$ cat src/rtl/tick_counter_ctrl_if.sv
`default_nettype none
// ---------------------------------------------------------------------------
// tick_counter_ctrl_if : control/status bundle of the slow-tick counter
// Revision 1.0
// ---------------------------------------------------------------------------
interface tick_counter_ctrl_if #(
  parameter int WIDTH = 4
);
  logic             slow_in;
  logic             en;
  logic             up_dn;
  logic             one_shot;
  logic             load;
  logic [WIDTH-1:0] load_val;
  logic [WIDTH-1:0] count;
  logic             tc;
  logic             tick;
  logic             running;
  logic             done;
  logic [6:0]       seg;

  modport master (
    output slow_in, en, up_dn, one_shot, load, load_val,
    input  count, tc, tick, running, done, seg
  );

  modport slave (
    input  slow_in, en, up_dn, one_shot, load, load_val,
    output count, tc, tick, running, done, seg
  );
endinterface
`default_nettype wire

$ cat src/rtl/tick_counter_ctrl.sv
`default_nettype none
// ---------------------------------------------------------------------------
// tick_counter_ctrl : edge-detected slow tick driving a mod-(MAX+1) up/down
// counter with load, run/stop, one-shot and 7-segment output. Revision 1.0
// ---------------------------------------------------------------------------
module tick_counter_ctrl #(
  parameter int WIDTH = 4,
  parameter int MAX   = 15
) (
  input  logic                clk,
  input  logic                reset,
  tick_counter_ctrl_if.slave  bus
);
  typedef enum logic [1:0] {
    ST_STOP = 2'b00,
    ST_RUN  = 2'b01,
    ST_DONE = 2'b10
  } state_t;

  localparam logic [WIDTH-1:0] C_MAX  = WIDTH'(MAX);
  localparam logic [WIDTH-1:0] C_ONE  = WIDTH'(1);
  localparam logic [WIDTH-1:0] C_ZERO = '0;

  state_t           r_state;
  state_t           w_state_nx;
  logic             r_slow_d;
  logic [WIDTH-1:0] r_count;
  logic [WIDTH-1:0] w_count_nx;
  logic             r_tc;
  logic             w_tc_nx;
  logic             w_tick;
  logic [3:0]       w_nib;
  logic [6:0]       w_seg;

  assign w_tick = bus.slow_in & ~r_slow_d;

  // slow_d resets high so a level already high at release is not a tick
  always_ff @(posedge clk or posedge reset) begin
    if (reset) begin
      r_slow_d <= 1'b1;
      r_count  <= C_ZERO;
      r_tc     <= 1'b0;
      r_state  <= ST_STOP;
    end else begin
      r_slow_d <= bus.slow_in;
      r_count  <= w_count_nx;
      r_tc     <= w_tc_nx;
      r_state  <= w_state_nx;
    end
  end

  always_comb begin
    w_state_nx = r_state;
    w_count_nx = r_count;
    w_tc_nx    = 1'b0;
    if (bus.load) begin
      w_count_nx = (bus.load_val > C_MAX) ? C_MAX : bus.load_val;
      if (r_state != ST_STOP && r_state != ST_RUN) begin
        w_state_nx = ST_STOP;
      end
    end else begin
      case (r_state)
        ST_STOP: begin
          if (bus.en) w_state_nx = ST_RUN;
        end
        ST_RUN: begin
          if (!bus.en) begin
            w_state_nx = ST_STOP;
          end else if (w_tick) begin
            if (bus.up_dn) begin
              // anything at or above MAX counts as the up terminal
              if (r_count >= C_MAX) begin
                w_tc_nx = 1'b1;
                if (bus.one_shot) begin
                  w_count_nx = C_MAX;
                  w_state_nx = ST_DONE;
                end else begin
                  w_count_nx = C_ZERO;
                end
              end else begin
                w_count_nx = r_count + C_ONE;
              end
            end else begin
              if (r_count == C_ZERO) begin
                w_tc_nx = 1'b1;
                if (bus.one_shot) begin
                  w_state_nx = ST_DONE;
                end else begin
                  w_count_nx = C_MAX;
                end
              end else begin
                w_count_nx = r_count - C_ONE;
              end
            end
          end
        end
        ST_DONE: begin
          if (!bus.en) w_state_nx = ST_STOP;
        end
        default: w_state_nx = ST_STOP;
      endcase
    end
  end

  generate
    if (WIDTH >= 4) begin : g_nib_wide
      assign w_nib = r_count[3:0];
    end else begin : g_nib_narrow
      assign w_nib = {{(4-WIDTH){1'b0}}, r_count};
    end
  endgenerate

  always_comb begin
    w_seg = 7'b1111111;
    case (w_nib)
      4'h0: w_seg = 7'b1000000;
      4'h1: w_seg = 7'b1111001;
      4'h2: w_seg = 7'b0100100;
      4'h3: w_seg = 7'b0110000;
      4'h4: w_seg = 7'b0011001;
      4'h5: w_seg = 7'b0010010;
      4'h6: w_seg = 7'b0000010;
      4'h7: w_seg = 7'b1111000;
      4'h8: w_seg = 7'b0000000;
      4'h9: w_seg = 7'b0010000;
      4'hA: w_seg = 7'b0001000;
      4'hB: w_seg = 7'b0000011;
      4'hC: w_seg = 7'b1000110;
      4'hD: w_seg = 7'b0100001;
      4'hE: w_seg = 7'b0000110;
      4'hF: w_seg = 7'b0001110;
      default: w_seg = 7'b1111111;
    endcase
  end

  assign bus.count   = r_count;
  assign bus.tc      = r_tc;
  assign bus.tick    = w_tick;
  assign bus.running = (r_state == ST_RUN);
  assign bus.done    = (r_state == ST_DONE);
  assign bus.seg     = w_seg;
endmodule
`default_nettype wire
$ cat src/flat_wrapper.sv
// flat-port wrapper written by rule: the top's interface ports become plain ports
module tick_counter_ctrl_flat 
#(
  parameter int WIDTH = 4,
  parameter int MAX   = 15
)
  (clk, reset, bus_slow_in, bus_en, bus_up_dn, bus_one_shot, bus_load, bus_load_val, bus_count, bus_tc, bus_tick, bus_running, bus_done, bus_seg);
  tick_counter_ctrl_if #(.WIDTH(WIDTH)) bus_i ();
  input  logic clk;
  input  logic reset;
  input wire logic [$bits(bus_i.slow_in)-1:0] bus_slow_in;
  input wire logic [$bits(bus_i.en)-1:0] bus_en;
  input wire logic [$bits(bus_i.up_dn)-1:0] bus_up_dn;
  input wire logic [$bits(bus_i.one_shot)-1:0] bus_one_shot;
  input wire logic [$bits(bus_i.load)-1:0] bus_load;
  input wire logic [$bits(bus_i.load_val)-1:0] bus_load_val;
  output wire logic [$bits(bus_i.count)-1:0] bus_count;
  output wire logic [$bits(bus_i.tc)-1:0] bus_tc;
  output wire logic [$bits(bus_i.tick)-1:0] bus_tick;
  output wire logic [$bits(bus_i.running)-1:0] bus_running;
  output wire logic [$bits(bus_i.done)-1:0] bus_done;
  output wire logic [$bits(bus_i.seg)-1:0] bus_seg;
  assign bus_i.slow_in = bus_slow_in;
  assign bus_i.en = bus_en;
  assign bus_i.up_dn = bus_up_dn;
  assign bus_i.one_shot = bus_one_shot;
  assign bus_i.load = bus_load;
  assign bus_i.load_val = bus_load_val;
  assign bus_count = bus_i.count;
  assign bus_tc = bus_i.tc;
  assign bus_tick = bus_i.tick;
  assign bus_running = bus_i.running;
  assign bus_done = bus_i.done;
  assign bus_seg = bus_i.seg;
  tick_counter_ctrl #(.WIDTH(WIDTH), .MAX(MAX)) u_core (.clk(clk), .reset(reset), .bus(bus_i));
endmodule
$ cat config.mk
export PLATFORM = sky130hd
export DESIGN_NAME = tick_counter_ctrl_flat
export DESIGN_NICKNAME = d
export VERILOG_FILES = /design/src/rtl/tick_counter_ctrl_if.sv /design/src/rtl/tick_counter_ctrl.sv /design/src/flat_wrapper.sv
export SDC_FILE = /design/constraint.sdc
export NUM_CORES = 1
export LEC_CHECK = 0
export ABC_AREA = 1
export CORE_MARGIN = 1.5
export CORE_UTILIZATION = 25
export DETAILED_ROUTE_END_ITERATION = 8
export GPL_TIMING_DRIVEN = 0
export PLACE_DENSITY = 0.52
export SYNTH_ARGS = -nofsm -noshare
export SYNTH_HDL_FRONTEND = slang
export SYNTH_SLANG_ARGS = --single-unit
$ cat constraint.sdc
create_clock -name clk -period 2.2 [get_ports clk]
set_clock_uncertainty 0.15 [all_clocks]
set_input_delay 0.44 -clock clk [delete_from_list [all_inputs] [get_ports clk]]
set_output_delay 0.44 -clock clk [all_outputs]
set_load 0.03 [all_outputs]
### Word-level counts from Yosys, hierarchy flattened

Memory sizes are Yosys's and may differ from the RTL's.
Index checks and enable logic that the tools add are counted.

* mux-type cells: 28
* add/sub/neg operators: 2
* eq/ne operators: 10
* $lt $le $gt $ge: 2
* reductions and logical operators: 9
* bitwise gates (word level): 2

Operators with widths (count)
* 4-bit two-way mux: 10
* 2-bit two-way mux: 10
* 5-bit by 4-bit != test with 1-bit output, second input constant: 2
* 4-bit != test, second input constant: 2
* 2-bit nonzero test: 4
* 1-bit two-way mux: 7
* 3-bit != test, second input constant: 2
* 2-bit one-hot mux with 3 select lines: 1
* 6-bit AND reduction: 1
* 4-bit by 1-bit adder with 4-bit output, second input constant: 1
* 4-bit greater-or-equal comparator, second input constant: 1
* 4-bit greater-than comparator, second input constant: 1
* 4-bit zero test: 1
* 2-bit by 1-bit != test with 1-bit output, second input constant: 2
* 4-bit AND reduction: 1
* 4-bit by 1-bit subtractor with 4-bit output, second input constant: 1
* 2-bit by 1-bit equality test with 1-bit output, second input constant: 1
* 2-bit equality test, second input constant: 1
* 2-bit zero test: 1
* 1-bit AND: 1
* 1-bit logical AND: 1
* 1-bit NOT: 1

* word-level logic and storage cells: 58
* ROM bits: 112
* memories: 1
* output and inout port bits: 15
* bits in registers: 8
* bits of input ports: 11

Memory list
* (name not given): words 16, bits a word 7, read ports 1, clocked after memory_dff 0, write ports 0, RTL line tick_counter_ctrl.sv:115 `case (w_nib)`

### Logic depth before layout (Yosys ltp)

Gate-level depths: netlist of the first run.

* word-level depth: 7
* gate-level depth with buffers: 10
* gate-level depth less buffers: 10

### Least setup slack after synthesis of the first run

OpenSTA, ideal clock, no wires.

* kind: register to output
* start point: reg u_core.r_count[1], in the netlist u_core.bus.count[1]
* end point: out bus_seg[2]
* cell stages (with the launch flop): 4
* arrival time: 1711 ps
* data required time: 1610 ps
* buffers on the path: 0
* slack: -101 ps
* cells stage by stage: dfrtp_1 inv_1 ha_1 o21ai_0

* longest elaborated chain between the ends: 1

RTL lines
* start: declaration: RTL line tick_counter_ctrl.sv:27 `logic [WIDTH-1:0] r_count;`
* start signal: assignment: RTL line tick_counter_ctrl.sv:46 `r_count <= w_count_nx;`
* memory 16 x 7 bit
* end: declaration: RTL line flat_wrapper.sv:22 `output wire logic [$bits(bus_i.seg)-1:0] bus_seg;`

No other way between the ends.

### Worst setup path after layout of the first run

* start point: reg u_core.r_state[0]
* end point: out bus_done

* longest elaborated chain between the ends: 1

RTL lines
* start: declaration: RTL line tick_counter_ctrl.sv:24 `state_t r_state;`
* start signal: assignment: RTL line tick_counter_ctrl.sv:48 `r_state <= w_state_nx;`
* 2-bit equality test: RTL line tick_counter_ctrl.sv:140 `assign bus.done = (r_state == ST_DONE);`
* end: declaration: RTL line flat_wrapper.sv:21 `output wire logic [$bits(bus_i.done)-1:0] bus_done;`

No other way between the ends.

==> results.md, run 1 <==
- Synth top area share: 0.2038
- Layout area overhead: 44.22%
- Yosys Warn Count: 0
- Initial antenna violation count: 0
- Biggest area consumer among synthesized cells: nand2_1
- FFs w/ async S/R, synth: 1.000
- FMAX: 469.9 MHz
- Hold Vio Cnt, Final: 0
- Vias in the first global route: 893
- Routing usage on met1: 0.1614
- Sequential power share: 0.221
- Post-synthesis area per instance: 6.185 µm²
- Vias: 982
- First-pass GRT wire length: 3663 µm
- Die ar.: 0.003825 mm²
- Router iterations before antenna repair: 4
- Mapped Cells: 140
- Initial Util: 0.2595
- Critical path launch point type: flop
- EDFF count, synth: 0
- Count of final setup violators: 0
- Pleak: 0.6363 nW
- Fin util: 0.3742
- IO Port Bufs: 25
- Clock latency on the worst-skew pair: 0.25 ns
- Clock sinks: 8
- Status: complete, no violations
- P_int: 0.4873 mW
- Met2 track demand over resource: 0.2361
- Reg-to-Reg End: u_core.bus.count[2]$_DFFE_PP0P_
- Critical path class: reg -> out
- Die Span X: 61.85 µm
- HP Class: in -> async
- Peak supply drop: 0.4461 mV
- Post-synthesis sequential area ratio: 0.2327
- Tmin final: 2.128 ns
- Worst-Margin Slew: 0.3127 ns
- Final period utilization: 0.9674
- Dpl hpwl: 1853 µm
- Max transition margin: 0.7912
- Net Sw Power: 0.4883 mW
- Num rows: 21
- Post-route ant nets: 0
- Area contributors post-synth: nand2_1 (20%), dfrtp_1 (20%), nand3_1 (10%)
- Synth top cells by count: nand2_1 (47), nand3_1 (18), inv_1 (16)
- Bufs on Longest Clock Path: 2
- Clock-pin slew on the worst setup and hold paths: 0.06 ns
- Min Hold Slack: 0.2743 ns
- I/O pins: 26
- Avg Vias per Cell: 4.464
- Drt initial violations: 60
- Distinct cells, synth: 28
- Die H: 61.85 µm
- Comb pwr share: 0.658
- CTS tree: yes
- Place WS: -0.3962 ns
- Core area: 0.003337 mm²
- Grt ovf: 0
- Avg WL per Cell: 10.75 µm
- # nets final: 192
- Clock network power share: 0.121
- R2R cell count: 7
- Reg2reg start: u_core.bus.count[0]$_DFFE_PP0P_
- Largest net degree at the start of global routing: 11
- Critical Path End Type: output pin
- Final Power: 0.9756 mW
- GP Congestion: 0.8269
- H-tree levels: 1
- Cell Area, Synth: 865.8 µm²
- Synth Net Count: 157
- Clk root buf: clkbuf_4
- Placed inst area: 0.001184 mm²
- CTS Hold Bufs: 0
- Diode count: 0
- CP Data Arrival Time: 1.54 ns
- FF+latch count, synth: 8
- Critical Path Fanout Max: 6
- PwrDens: 781.3 mW/mm²
- Count leader, synth: nand2_1
- Max-cap violations: 0
- Total track usage: 0.1269
- Worst path required time: 1.61 ns
- DRC viols: 0
- RSZ-0062 raised after global routing: no
- Layout cells sized above 1: 0.2356
- Worst Slack Setup Final: 0.07175 ns
- Design area: 0.001249 mm²
- Top_reg_cell synth: dfrtp_1
- Final Max Slew Viols: 0
- Routed WL: 2364 µm
- Sw Share: 0.5005
- TritonCTS buffer count: 3
- R2r setup slk: 0.53 ns
- Met3 usage: 0.01863
- GRT busiest layer: met2
-- power groups by stage --
stage                     clock (mW)  sequential, mW  combinational [mW]
after floorplan                    0           0.236               0.390
after global placement             0           0.217               0.627
after detailed placement           0           0.218               0.629
after CTS                      0.124           0.209               0.639
after global routing           0.134           0.219               0.702
final                          0.118           0.216               0.642
-- stage by stage --
stage	setup TNS, ns	instances
CTS	0	220
global route	0	220
floorplan	0	140
global placement	-2.181	211
finish	0	220
detailed placement	-2.154	211
-- metal layers --
metal	routed length, µm	part of all wire
met1	1080	0.46
met4	0	0
met3	88	0.037
met5	0	0
met2	1195	0.51
-- worst max path at each step --
| stage | cells past startpoint | to | from | slack (ns) |
|---|---|---|---|---|
| after floorplan | 5 | bus_seg[6] | u_core.bus.count[1]$_DFFE_PP0P_ | 0.06 |
| after global placement | 6 | bus_seg[6] | u_core.bus.count[0]$_DFFE_PP0P_ | -0.41 |
| after detailed placement | 6 | bus_seg[6] | u_core.bus.count[0]$_DFFE_PP0P_ | -0.40 |
| after CTS | 5 | bus_seg[0] | u_core.bus.count[1]$_DFFE_PP0P_ | 0.001 |
| after global routing | 2 | bus_done | u_core.r_state[0]$_DFFE_PP0P_ | 0.02 |
| final | 2 | bus_done | u_core.r_state[0]$_DFFE_PP0P_ | 0.07 |
-- sequential cells by signal (all words and copies together) (netlist names) --
| name | flops |
|---|---|
| u_core.bus.count | 4 |
| u_core.bus.tc | 1 |
| u_core.r_slow_d | 1 |
| u_core.r_state | 2 |
-- cell families after synthesis --
kind of cell / share of synthesized area
buffers and inverters: 0.1127
adders and majority gates: 0.08670
AOI/OAI and AO/OA: 0.1171
and+or+nand+nor: 0.4509
DFF: 0.2327
-- worst max-delay path, stage by stage, from the launching register on --
cell	delay [ns]
dfrtp_1	0.44
nor2_1	0.16
clkdlybuf4s50_1	0.69
-- timing repair --
item                       CTS  global route
gates cloned                 0             0
setup endpoints to repair    8             7
gates resized for setup     28            16
setup buffers                5             0
-- layout by cell type, fill, tap and decap left out, drive strengths merged, types with 6 or more instances in the layout --
cell type      instances
nand2                 49
clkdlybuf4s50         16
o21ai                  9
ha                     6
dfrtp                  7
nand3                 19
nor2                  14
buf                   12
clkbuf                 7
inv                   18
-- cell type report --
type                       count  area (µm²)
tap                           46       57.56
fill                         377        2088
sequential                     8       203.9
inverter                      19       76.32
buffer                         3       23.77
timing repair buffer          30       256.5
clock buffer                   4       26.28
multi-input combinational    110       604.3
Power figures use the tool's default switching activity.
==> inputs of run 2 (changes only) <==
Settings changed: CTS_CLUSTER_SIZE set to 14.
==> results of run 2 <==
No change in the layout: final DEF, timing and power equal those of run 1.
==> inputs of run 3 (changes only) <==
Settings changed: PLACE_DENSITY 0.52 to unset, PLACE_DENSITY_LB_ADDON set to 0.15, RECOVER_POWER set to 100.
==> run 3 against run 2 <==
- critical path depth grew 1
- first-iteration DRC count grew 3.3%
- hold slack gained 0.14 ns
- setup slack gained 0.015 ns
- global-route usage grew 0.87 points
- flip-flop and latch count is the same
- sequential power is essentially flat
- via count shrank 0.41%
- non-clock buffer count grew 1
- count of clock-buffer cells in the layout is the same
- critical path type unchanged
- largest power group unchanged
==> results.md, run 3 (same netlist as run 1, synthesis figures left out) <==
- Status: complete, no violations
- Bufs on Longest Clock Path: 2 (unchanged)
- Post-Layout Cell Count: 221 (+0.45%)
- Router iterations before antenna repair: 4 (unchanged)
- Final Max Slew Viols: 0 (unchanged)
- Net Sw Power: 0.4809 mW (-1.5%)
- Min Hold Slack: 0.4117 ns (+0.1374 ns)
- Critical path launch point type: flop
- Critical path class: reg -> out
- Clock-pin slew on the worst setup and hold paths: 0.05 ns (about the same)
- Avg WL per Cell: 10.63 µm (-1.1%)
- Sequential power share: 0.222 (about the same)
- Sw Share: 0.5004 (about the same)
- R2r setup slk: 0.47 ns (-0.06 ns)
- Hold Vio Cnt, Final: 0 (unchanged)
- TNS Setup: 0 ns (unchanged)
- Clock network power share: 0.118 (-0.003)
- Reg2reg start: u_core.bus.count[0]$_DFFE_PP0P_
- Total track usage: 0.1356 (+0.008663)
- Worst Slack Setup Final: 0.08702 ns (+0.01527 ns)
- Largest net degree at the start of global routing: 11 (unchanged)
- Die Span X: 61.85 µm (unchanged)
- Commonest non-fill, non-tap cell in the layout: nand2_1
- TritonCTS buffer count: 3 (unchanged)
- HP Class: in -> async
- IO Port Bufs: 25 (unchanged)
- Critical Path End Type: output pin
- Worst path required time: 1.61 ns (about the same)
- First-pass GRT wire length: 3960 µm (+8.1%)
- Reg-to-Reg End: u_core.bus.count[1]$_DFFE_PP0P_
- Post-route ant nets: 0 (unchanged)
- Cells after DPL: 211 (unchanged)
- Tmin final: 2.113 ns (-0.01527 ns)
- Die H: 61.85 µm (unchanged)
- # nets final: 193 (+0.52%)
- Routed WL: 2349 µm (-0.63%)
- Worst-Margin Slew: 0.3235 ns (+0.01082 ns)
- I/O pins: 26 (unchanged)
- Peak supply drop: 0.4975 mV (+12%)
- Drt initial violations: 62 (+3.3%)
- Num rows: 21 (unchanged)
- Diode count: 0 (unchanged)
- H-tree levels: 1 (unchanged)
- CP Data Arrival Time: 1.52 ns (-0.02 ns)
- Place WS: -0.4024 ns (-0.006184 ns)
- Initial Util: 0.2595 (unchanged)
- Die ar.: 0.003825 mm² (unchanged)
- Max FFs per register: 4 (unchanged)
- Clk root buf: clkbuf_4
- Count of final setup violators: 0 (unchanged)
- Final Power: 0.9610 mW (-1.5%)
- Clock latency on the worst-skew pair: 0.25 ns (about the same)
- PwrDens: 782.9 mW/mm² (+0.22%)
- R2R cell count: 7 (unchanged)
- Max-cap violations: 0 (unchanged)
- Comb pwr share: 0.659 (about the same)
- Layout cells sized above 1: 0.2114 (-0.02420)
- Grt ovf: 0 (unchanged)
- CTS tree: yes
- Critical Path Fanout Max: 6 (unchanged)
- Initial antenna violation count: 0 (unchanged)
- Layout area overhead: 41.76%
- FMAX: 473.3 MHz (+0.72%)
- Pleak: 0.6313 nW (-0.78%)
- DRC viols: 0 (unchanged)
- Vias in the first global route: 934 (+4.6%)
- Commonest non-fill, non-tap cells in the layout: nand2_1 (47), nand3_1 (19), inv_1 (15)
- Vias: 978 (-0.41%)
- P_int: 0.4801 mW (-1.5%)
- Final period utilization: 0.9604 (-0.006939)
- GP Congestion: 0.8003 (-3.2%)
- Max transition margin: 0.7829 (-0.008317)
- Core area: 0.003337 mm² (unchanged)
- Dpl hpwl: 1896 µm (+2.3%)
- Avg Vias per Cell: 4.425 (-0.86%)
- Clock sinks: 8 (unchanged)
## run 3: how the worst max path moves through the flow
stage                                                from     endpoint  slack [ns]  cells past startpoint
after floorplan           u_core.bus.count[1]$_DFFE_PP0P_   bus_seg[6]        0.06                      5
after global placement    u_core.bus.count[0]$_DFFE_PP0P_   bus_seg[6]       -0.43                      6
after detailed placement  u_core.bus.count[0]$_DFFE_PP0P_   bus_seg[6]       -0.40                      6
after CTS                 u_core.bus.count[1]$_DFFE_PP0P_   bus_seg[4]       0.002                      6
after global routing      u_core.bus.count[0]$_DFFE_PP0P_   bus_seg[0]      -0.002                      6
final                       u_core.r_state[0]$_DFFE_PP0P_  bus_running        0.09                      3
## run 3: routing by layer
layer / GRT usage / routed length, µm / up-vias
met5: 0 / 0 / -
li1: - / - / 519
met3: 0.02692 / 106 / 4
met1: 0.1745 / 1070 / 431
met2: 0.2376 / 1121 / 24
met4: 0.02432 / 51 / 0
## run 3: final cells by class
class	instances	area (µm²)
clock buffers	4	26.28
well taps	46	57.56
plain buffers	3	23.77
repair buffers	31	259.0
fillers	388	2110
multi-input cells	110	580.6
inverters	19	76.32
flip-flops and latches	8	203.9
## run 3: stage by stage
stage,utilization,cell area (µm²)
finish,0.3678,1227
detailed placement,0.3547,1184
CTS,0.3693,1232
floorplan,-,875.8
global route,0.3678,1227
global placement,0.3547,1184
## run 3: what timing repair did
| item | in CTS | in global routing |
|---|---|---|
| setup endpoints to repair | 8 | 6 |
| resized for setup | 31 | 11 |
| hold buffers | 0 | 0 |
| setup buffers | 5 | 1 |
## run 3: power groups by stage
stage               combinational (mW)  sequential [mW]  clock, mW
floorplan                        0.390            0.236          0
global placement                 0.629            0.219          0
detailed placement               0.629            0.219          0
CTS                              0.638            0.212      0.119
global route                     0.695            0.217      0.131
finish                           0.634            0.213      0.114
## run 3: critical path, stage by stage (launching register included)
cell	delay, ns
dfrtp_1	0.43
inv_1	0.07
nor2_2	0.10
clkdlybuf4s50_1	0.68
